==> src/rtl/reg_seq_ctrl.sv <==
// Multi-cycle sequencer: fetches 8-bit instructions, runs them through an 8-bit ALU, drives the 4x8 register group.
// Latency FETCH->FETCH: NOP 2, ALU/MOV 4, LDI 5, JMP/JZ 4; no backpressure, start is ignored while busy.
module reg_seq_ctrl #(
    parameter logic [7:0] PROG_START = 8'h00
) (
    input  logic       clk,
    input  logic       rst_n,
    input  logic       start,
    output logic [7:0] mem_addr,
    input  logic [7:0] mem_data,
    output logic       rf_we,
    output logic [1:0] rf_sr,
    output logic [1:0] rf_dr,
    output logic [7:0] rf_i,
    input  logic [7:0] rf_s,
    input  logic [7:0] rf_d,
    output logic       busy,
    output logic       halted,
    output logic       zf,
    output logic       cf
);

    typedef enum logic [2:0] {
        S_IDLE   = 3'd0,
        S_FETCH  = 3'd1,
        S_DECODE = 3'd2,
        S_IMM    = 3'd3,
        S_EXEC   = 3'd4,
        S_WB     = 3'd5,
        S_HALT   = 3'd6
    } state_t;

    localparam logic [3:0] OP_MOV  = 4'h1;
    localparam logic [3:0] OP_ADD  = 4'h2;
    localparam logic [3:0] OP_SUB  = 4'h3;
    localparam logic [3:0] OP_AND  = 4'h4;
    localparam logic [3:0] OP_OR   = 4'h5;
    localparam logic [3:0] OP_LDI  = 4'h6;
    localparam logic [3:0] OP_JMP  = 4'h7;
    localparam logic [3:0] OP_JZ   = 4'h8;
    localparam logic [3:0] OP_HALT = 4'hF;

    state_t     r_state;
    state_t     w_next;
    logic [7:0] r_pc;
    logic [7:0] r_ir;
    logic [7:0] r_imm;
    logic [7:0] r_res;
    logic       r_zf;
    logic       r_cf;
    logic       r_we;

    logic [3:0] w_opc;
    logic [7:0] w_pc_nxt;
    logic [8:0] w_sum;
    logic [8:0] w_diff;
    logic [7:0] w_alu_res;
    logic       w_alu_cf;
    logic       w_res_upd;
    logic       w_flag_upd;

    assign w_opc  = r_ir[7:4];
    assign w_sum  = {1'b0, rf_d} + {1'b0, rf_s};
    // Bit 8 of the widened difference is the borrow (set exactly when d < s).
    assign w_diff = {1'b0, rf_d} - {1'b0, rf_s};

    always_comb begin
        w_alu_res  = r_res;
        w_alu_cf   = r_cf;
        w_res_upd  = 1'b0;
        w_flag_upd = 1'b0;
        case (w_opc)
            OP_MOV: begin
                w_alu_res = rf_s;
                w_res_upd = 1'b1;
            end
            OP_ADD: begin
                w_alu_res  = w_sum[7:0];
                w_alu_cf   = w_sum[8];
                w_res_upd  = 1'b1;
                w_flag_upd = 1'b1;
            end
            OP_SUB: begin
                w_alu_res  = w_diff[7:0];
                w_alu_cf   = w_diff[8];
                w_res_upd  = 1'b1;
                w_flag_upd = 1'b1;
            end
            OP_AND: begin
                w_alu_res  = rf_d & rf_s;
                w_alu_cf   = 1'b0;
                w_res_upd  = 1'b1;
                w_flag_upd = 1'b1;
            end
            OP_OR: begin
                w_alu_res  = rf_d | rf_s;
                w_alu_cf   = 1'b0;
                w_res_upd  = 1'b1;
                w_flag_upd = 1'b1;
            end
            OP_LDI: begin
                w_alu_res = r_imm;
                w_res_upd = 1'b1;
            end
            default: begin
            end
        endcase
    end

    always_comb begin
        w_next   = r_state;
        w_pc_nxt = r_pc;
        case (r_state)
            S_IDLE, S_HALT: begin
                if (start) begin
                    w_next   = S_FETCH;
                    w_pc_nxt = PROG_START;
                end
            end
            S_FETCH: begin
                w_next   = S_DECODE;
                w_pc_nxt = r_pc + 8'd1;
            end
            S_DECODE: begin
                case (w_opc)
                    OP_LDI, OP_JMP, OP_JZ:                 w_next = S_IMM;
                    OP_HALT:                               w_next = S_HALT;
                    OP_MOV, OP_ADD, OP_SUB, OP_AND, OP_OR: w_next = S_EXEC;
                    default:                               w_next = S_FETCH;
                endcase
            end
            S_IMM: begin
                w_next   = S_EXEC;
                w_pc_nxt = r_pc + 8'd1;
            end
            S_EXEC: begin
                if (w_opc == OP_JMP) begin
                    w_next   = S_FETCH;
                    w_pc_nxt = r_imm;
                end else if (w_opc == OP_JZ) begin
                    w_next = S_FETCH;
                    if (r_zf) begin
                        w_pc_nxt = r_imm;
                    end
                end else begin
                    w_next = S_WB;
                end
            end
            S_WB: begin
                w_next = S_FETCH;
            end
            default: begin
                w_next = S_IDLE;
            end
        endcase
    end

    always_ff @(posedge clk or negedge rst_n) begin
        if (!rst_n) begin
            r_state <= S_IDLE;
            r_pc    <= 8'h00;
            r_ir    <= 8'h00;
            r_imm   <= 8'h00;
            r_res   <= 8'h00;
            r_zf    <= 1'b0;
            r_cf    <= 1'b0;
            r_we    <= 1'b0;
        end else begin
            r_state <= w_next;
            r_pc    <= w_pc_nxt;
            r_we    <= (w_next == S_WB);
            if (r_state == S_FETCH) begin
                r_ir <= mem_data;
            end
            if (r_state == S_IMM) begin
                r_imm <= mem_data;
            end
            // RES and the IR-derived selects only move outside WB, so they hold steady across the write edge.
            if (r_state == S_EXEC) begin
                if (w_res_upd) begin
                    r_res <= w_alu_res;
                end
                if (w_flag_upd) begin
                    r_zf <= (w_alu_res == 8'h00);
                    r_cf <= w_alu_cf;
                end
            end
        end
    end

    assign mem_addr = r_pc;
    assign rf_we    = r_we;
    assign rf_sr    = r_ir[1:0];
    assign rf_dr    = r_ir[3:2];
    assign rf_i     = r_res;
    assign busy     = (r_state != S_IDLE) && (r_state != S_HALT);
    assign halted   = (r_state == S_HALT);
    assign zf       = r_zf;
    assign cf       = r_cf;

endmodule

==> config.mk <==
export PLATFORM = sky130hd
export DESIGN_NAME = reg_seq_ctrl
export DESIGN_NICKNAME = d
export VERILOG_FILES = /design/src/rtl/reg_seq_ctrl.sv
export SDC_FILE = /design/constraint.sdc
export NUM_CORES = 1
export LEC_CHECK = 0
export CELL_PAD_IN_SITES_DETAIL_PLACEMENT = 1
export CELL_PAD_IN_SITES_GLOBAL_PLACEMENT = 1
export CORE_MARGIN = 3
export CORE_UTILIZATION = 30
export CTS_CLUSTER_SIZE = 25
export DETAILED_ROUTE_END_ITERATION = 12
export GPL_ROUTABILITY_DRIVEN = 0
export PLACE_DENSITY = 0.64
export SLEW_MARGIN = 20
export SYNTH_ARGS = -nofsm -noshare
export SYNTH_HDL_FRONTEND = slang
export SYNTH_SLANG_ARGS = --single-unit
==> constraint.sdc <==
create_clock -name clk -period 2 [get_ports clk]
set_input_delay 0.4 -clock clk [delete_from_list [all_inputs] [get_ports clk]]
set_output_delay 0.4 -clock clk [all_outputs]
set_load 0.005 [all_outputs]
* Word level (Yosys, flattened, before mapping)
Memory sizes are Yosys's and may differ from the RTL's. Cells that the tools add are included.
Cells by class: add/subtract/negate cells 3, multipliers 0, divide/modulo/power cells 0, order comparisons 0, eq/ne operators 19, shifts and indexed selects 0, mux-type cells 13, bitwise logic cells 2, reductions and logical operators 15
Operators with widths (count):
- 8-bit case mux with 6 select lines | 1
- 8-bit two-way mux | 4
- 8-bit case mux with 3 select lines | 1
- 3-bit case mux with 6 select lines | 1
- 4-bit by 3-bit == test with 1-bit output, second input constant | 4
- 3-bit == test, second input constant | 4
- 8-bit by 8-bit adder with 9-bit output | 1
- 3-bit two-way mux | 3
- 3-bit inequality test, second input constant | 3
- 3-bit nonzero test | 3
- 8-bit by 8-bit subtractor with 9-bit output | 1
- 8-bit by 1-bit adder with 8-bit output, second input constant | 1
- 8-bit bitwise AND | 1
- 4-bit by 2-bit == test with 1-bit output, second input constant | 2
- 8-bit logical NOT | 1
- 8-bit OR | 1
- 3-bit by 2-bit == test with 1-bit output, second input constant | 2
- 2-bit OR reduction | 3
- 6-bit OR reduction | 1
- 4-bit by 1-bit == test with 1-bit output, second input constant | 1
- 4-bit == test, second input constant | 1
- 2-bit AND reduction | 2
- 4-bit AND reduction | 1
- 4-bit OR reduction | 1
- 7 further kinds | 8
Word-level totals: register bits 38, bits in latches 0, bits in writable memories 0, memory bits (read-only) 48, input bits 27, output and inout port bits 25, word-level logic and storage cells 61, memories kept 1
Memories:
- (name not given) | depth 16, width 3, rd ports 1, clocked after Yosys merged registers in 0, write ports 0, line 125 | case (w_opc)

* Longest topological paths before layout
word-level depth 5, mapped depth 10, mapped depth without buffers 10

* Worst setup path after synthesis
Ideal clock, no wire load.
path kind input to register, start point input rf_s[0], end point register r_zf (netlist: zf), library setup time 92 ps, data arrival time 2331 ps, data required time 1908 ps, path slack -423 ps, cell stages on the path 9, path buffers 0, cell sequence ha_1 > fa_1 > a211o_1 > and3_4 > o311a_1 > a311oi_2 > o21a_2 > nand3_2 > o31ai_2
Between the ends: word-level cells in the longest chain between the ends 3, elaborated cells between the ends (all ways) 6, those cells by class add/sub (2); mux (1); bitwise (2); reduce/logical (1)
RTL lines:
- from (decl) | line 15 | input logic [7:0] rf_s,
- 8-bit by 8-bit subtractor with 9-bit output (tied with other cells) | line 65 | assign w_diff = {1'b0, rf_d} - {1'b0, rf_s};
- 8-bit case mux with 6 select lines (*) | line 72 | case (w_opc)
- 8-bit logical NOT (*) | line 184 | r_zf <= (w_alu_res == 8'h00);
- to (signal assigned) | line 184
- to (decl) | line 49 | logic r_zf;
Every way passes the cells marked *; elsewhere a longest branch is shown, timed or not. A chain may end at the register's enable or synchronous reset.

* Worst setup path in the final report
Same ends and word-level chain as after synthesis.

==> flow_summary.json <==
{
  "io-pin-count": 52,
  "die_x_um": 108.1,
  "fraction_of_registers_with_async_set_or_reset_after_synthesis": 1.000,
  "cts-buffers-inserted": 5,
  "worst_setup_path_end_kind": "flop",
  "critPathRequiredTime_ns": 2.20,
  "grt_setup_unrepaired": "yes",
  "post-route-drc-count": 0,
  "critical_path_peak_fanout": 3,
  "skew_ns": 0.002562,
  "final.period_utilization": 1.103,
  "power.leakage_nw": 2.089,
  "grt_first_pass_wirelength_um": 16820,
  "power_density_mw_per_mm2": 1206,
  "initial_utilization": 0.3141,
  "critical_path_depth": 11,
  "total_number_of_yosys_warnings": 0,
  "final_cell_area_mm2": 0.004770,
  "timing.critical_path.arrival_ns": 2.41,
  "run_status": "complete, but fails checks",
  "track_usage": 0.1819,
  "layout_min_cycle_time_ns": 2.205,
  "diodes": 0,
  "ys_flop_type": "dfrtp_1",
  "core_region_area_mm2": 0.009955,
  "clock_tree.buffer_depth": 2,
  "cell_family_with_most_cp_delay": "compound AO/OA/AOI/OAI gates",
  "max-slew-margin-rel": 0.6530,
  "max-vdd-ir-drop_mv": 0.5523,
  "clkTransAtPathRegs_ns": 0.08,
  "synth_area_per_cell_um2": 8.934,
  "layout.cells.most_common_list": "buf_4 (84), dfrtp_1 (37), clkdlybuf4s50_1 (37), o21ai_0 (28), nand2_1 (24)",
  "crit_path_cell_trace": "buf_8 > buf_6 > ha_4 > fa_2 > nor3_4 > a211o_1 > o21ai_2 > a311oi_2 > o21a_2 > nand3_2 > o31ai_4",
  "drv.max_cap_violation_count": 0,
  "rrSetupSlack_ns": -0.10,
  "post_route_cells_drive_above_1_share": 0.3920,
  "report.power.total_mw": 5.750,
  "synthesis.instances": 350,
  "number_of_port_buffers": 51,
  "netlist_area_mm2": 0.003127,
  "routed_via_density": 5.228,
  "antenna_found_initial": 0,
  "final_max_slew_viol_count": 0,
  "worst_slew_pin_slew_ns": 0.5195,
  "dpl.hpwl_um": 8126,
  "clk_root_buffer_cell": "clkbuf_8",
  "average_wire_length_per_cell_after_detail_routing_um": 17.54,
  "critical-path-slowest-cell": "fa_2",
  "initialDrtViolationCount": 134,
  "die-area_mm2": 0.01168,
  "synth_seq_cells": 38,
  "cts_tree": "built",
  "finalHoldViolCount": 0,
  "number_of_sinks_driven_by_the_clock_tree": 38,
  "synth_enable_flop_cells": 0,
  "crit_path_start_kind": "input pin",
  "htree_num_levels": 2,
  "synth.distinct_cells": 63,
  "worst_path_largest_cell_delay_ns": 0.40,
  "pin_count_of_the_biggest_net_entering_global_routing": 39,
  "postSynthNetCount": 404,
  "timing.fmax_mhz": 453.5,
  "most_common_cell_after_layout_fill_and_taps_aside": "buf_4",
  "postRouteWirelength_um": 10700,
  "dpl_cell_area_mm2": 0.004298,
  "first_global_vias": 3336,
  "terminus_of_the_critical_flop_to_flop_path": "rf_i[5]$_DFFE_PN0P_",
  "finalNetCount": 531,
  "worstRegToRegCells": 7,
  "worstReg2RegStart": "r_ir[5]$_DFFE_PN0P_",
  "worst_hold_path_type": "input pin to asynchronous set/reset pin",
  "finalSetupViolations": 6,
  "routed-via-count": 3189,
  "postCtsHoldBufs": 0,
  "globalRouteOverflowTotal": 0,
  "postRouteAntennaNets": 0,
  "finalWorstSetupSlack_ns": -0.2051,
  "clk_latency_ns": 0.29,
  "failed_checks": "negative setup slack",
  "floorplan.die.height_um": 108.1,
  "timing.critical_path.buf_inv": 2,
  "path_class": "input pin to flop",
  "synthToLayoutAreaGrowth_pct": 52.54,
  "synth-seq-area-share": 0.3041,
  "placement_rows": 36,
  "drt_pass1_iterations": 4
}
[worst max-delay path by stage]
stage                     endpoint  startpoint
floorplan           zf$_DFFE_PN0P_     rf_s[0]
global placement    zf$_DFFE_PN0P_     rf_s[0]
detailed placement  zf$_DFFE_PN0P_     rf_s[0]
CTS                 zf$_DFFE_PN0P_     rf_d[0]
global route        zf$_DFFE_PN0P_     rf_d[0]
finish              zf$_DFFE_PN0P_     rf_s[0]
[logic make-up (layout without fill, tap and decap cells)]
kind of cell | count (synthesis) | in the layout | share of synthesized area
AND/OR/NAND/NOR | 92 | 92 | 0.1557
AO/OA/AOI/OAI | 112 | 112 | 0.2409
flip-flops | 38 | 38 | 0.3041
buffers and inverters | 50 | 177 | 0.08123
multiplexers | 24 | 24 | 0.08564
adder cells (fa/ha/maj) | 27 | 27 | 0.1128
XOR/XNOR | 7 | 7 | 0.01961
[layout make-up]
type                       count  area (um2)
clock buffer                   6       82.58
sequential                    38       952.2
multi-input combinational    262        2230
fill                        1128        5185
clock inverter                 1       30.03
timing repair buffer         142        1204
inverter                      28       105.1
tap                          133       166.4
[what timing repair did]
action                                 CTS  global route
pin swaps                               31            12
setup endpoints to repair               16            18
setup buffers                            5             3
endpoints found under the hold margin    0             0
resized for setup                       67            31
[power by group]
part	total [mW]	switching (mW)	internal, mW
Clock	0.676	0.277	0.399
Sequential	1.52	0.390	1.13
Combinational	3.56	1.69	1.87
Total	5.75	2.35	3.40
[layer usage]
metal,global-route usage,routed length [um],vias to the layer above
met5,0,0,-
met4,0.03427,84,0
met3,0.02627,342,9
met2,0.3162,5399,58
met1,0.2420,4872,1610
li1,-,-,1512
[metrics by stage]
step | setup TNS, ns | hold WS, ns | cells | worst slack (ns) | utilization
3_5_place_dp | -8.334 | 0.4914 | 595 | -1.103 | 0.4318
2_1_floorplan | -1.080 | 0.1044 | 350 | -0.3678 | -
5_1_grt | -1.237 | 0.1803 | 610 | -0.2867 | 0.4791
4_1_cts | -1.023 | 0.1750 | 607 | -0.2804 | 0.4607
3_3_place_gp | -7.450 | 0.4793 | 595 | -0.9469 | 0.4318
6_report | -0.6569 | 0.1492 | 610 | -0.2051 | 0.4791
[cell usage after synthesis (5+ instances only)]
library cell / n / share of area
nor3_1: 8 / 0.013
nor2b_1: 10 / 0.020
o211ai_1: 5 / 0.012
buf_4: 7 / 0.017
dfrtp_1: 38 / 0.30
clkbuf_1: 7 / 0.0084
inv_1: 28 / 0.034
a21oi_1: 20 / 0.032
nand3_1: 6 / 0.0096
o21ai_0: 35 / 0.056
nand2_1: 24 / 0.029
nor2_1: 18 / 0.022
a22oi_1: 7 / 0.017
mux2_2: 22 / 0.079
a31oi_1: 6 / 0.012
ha_1: 25 / 0.10
[sequential cells by signal (all words and copies together), names as in the netlist]
signal and count:
r_ir 8, mem_addr 8, r_state 3, rf_we 1, r_imm 8, rf_i 8, cf 1, zf 1
(Power assumes the default switching activity.)
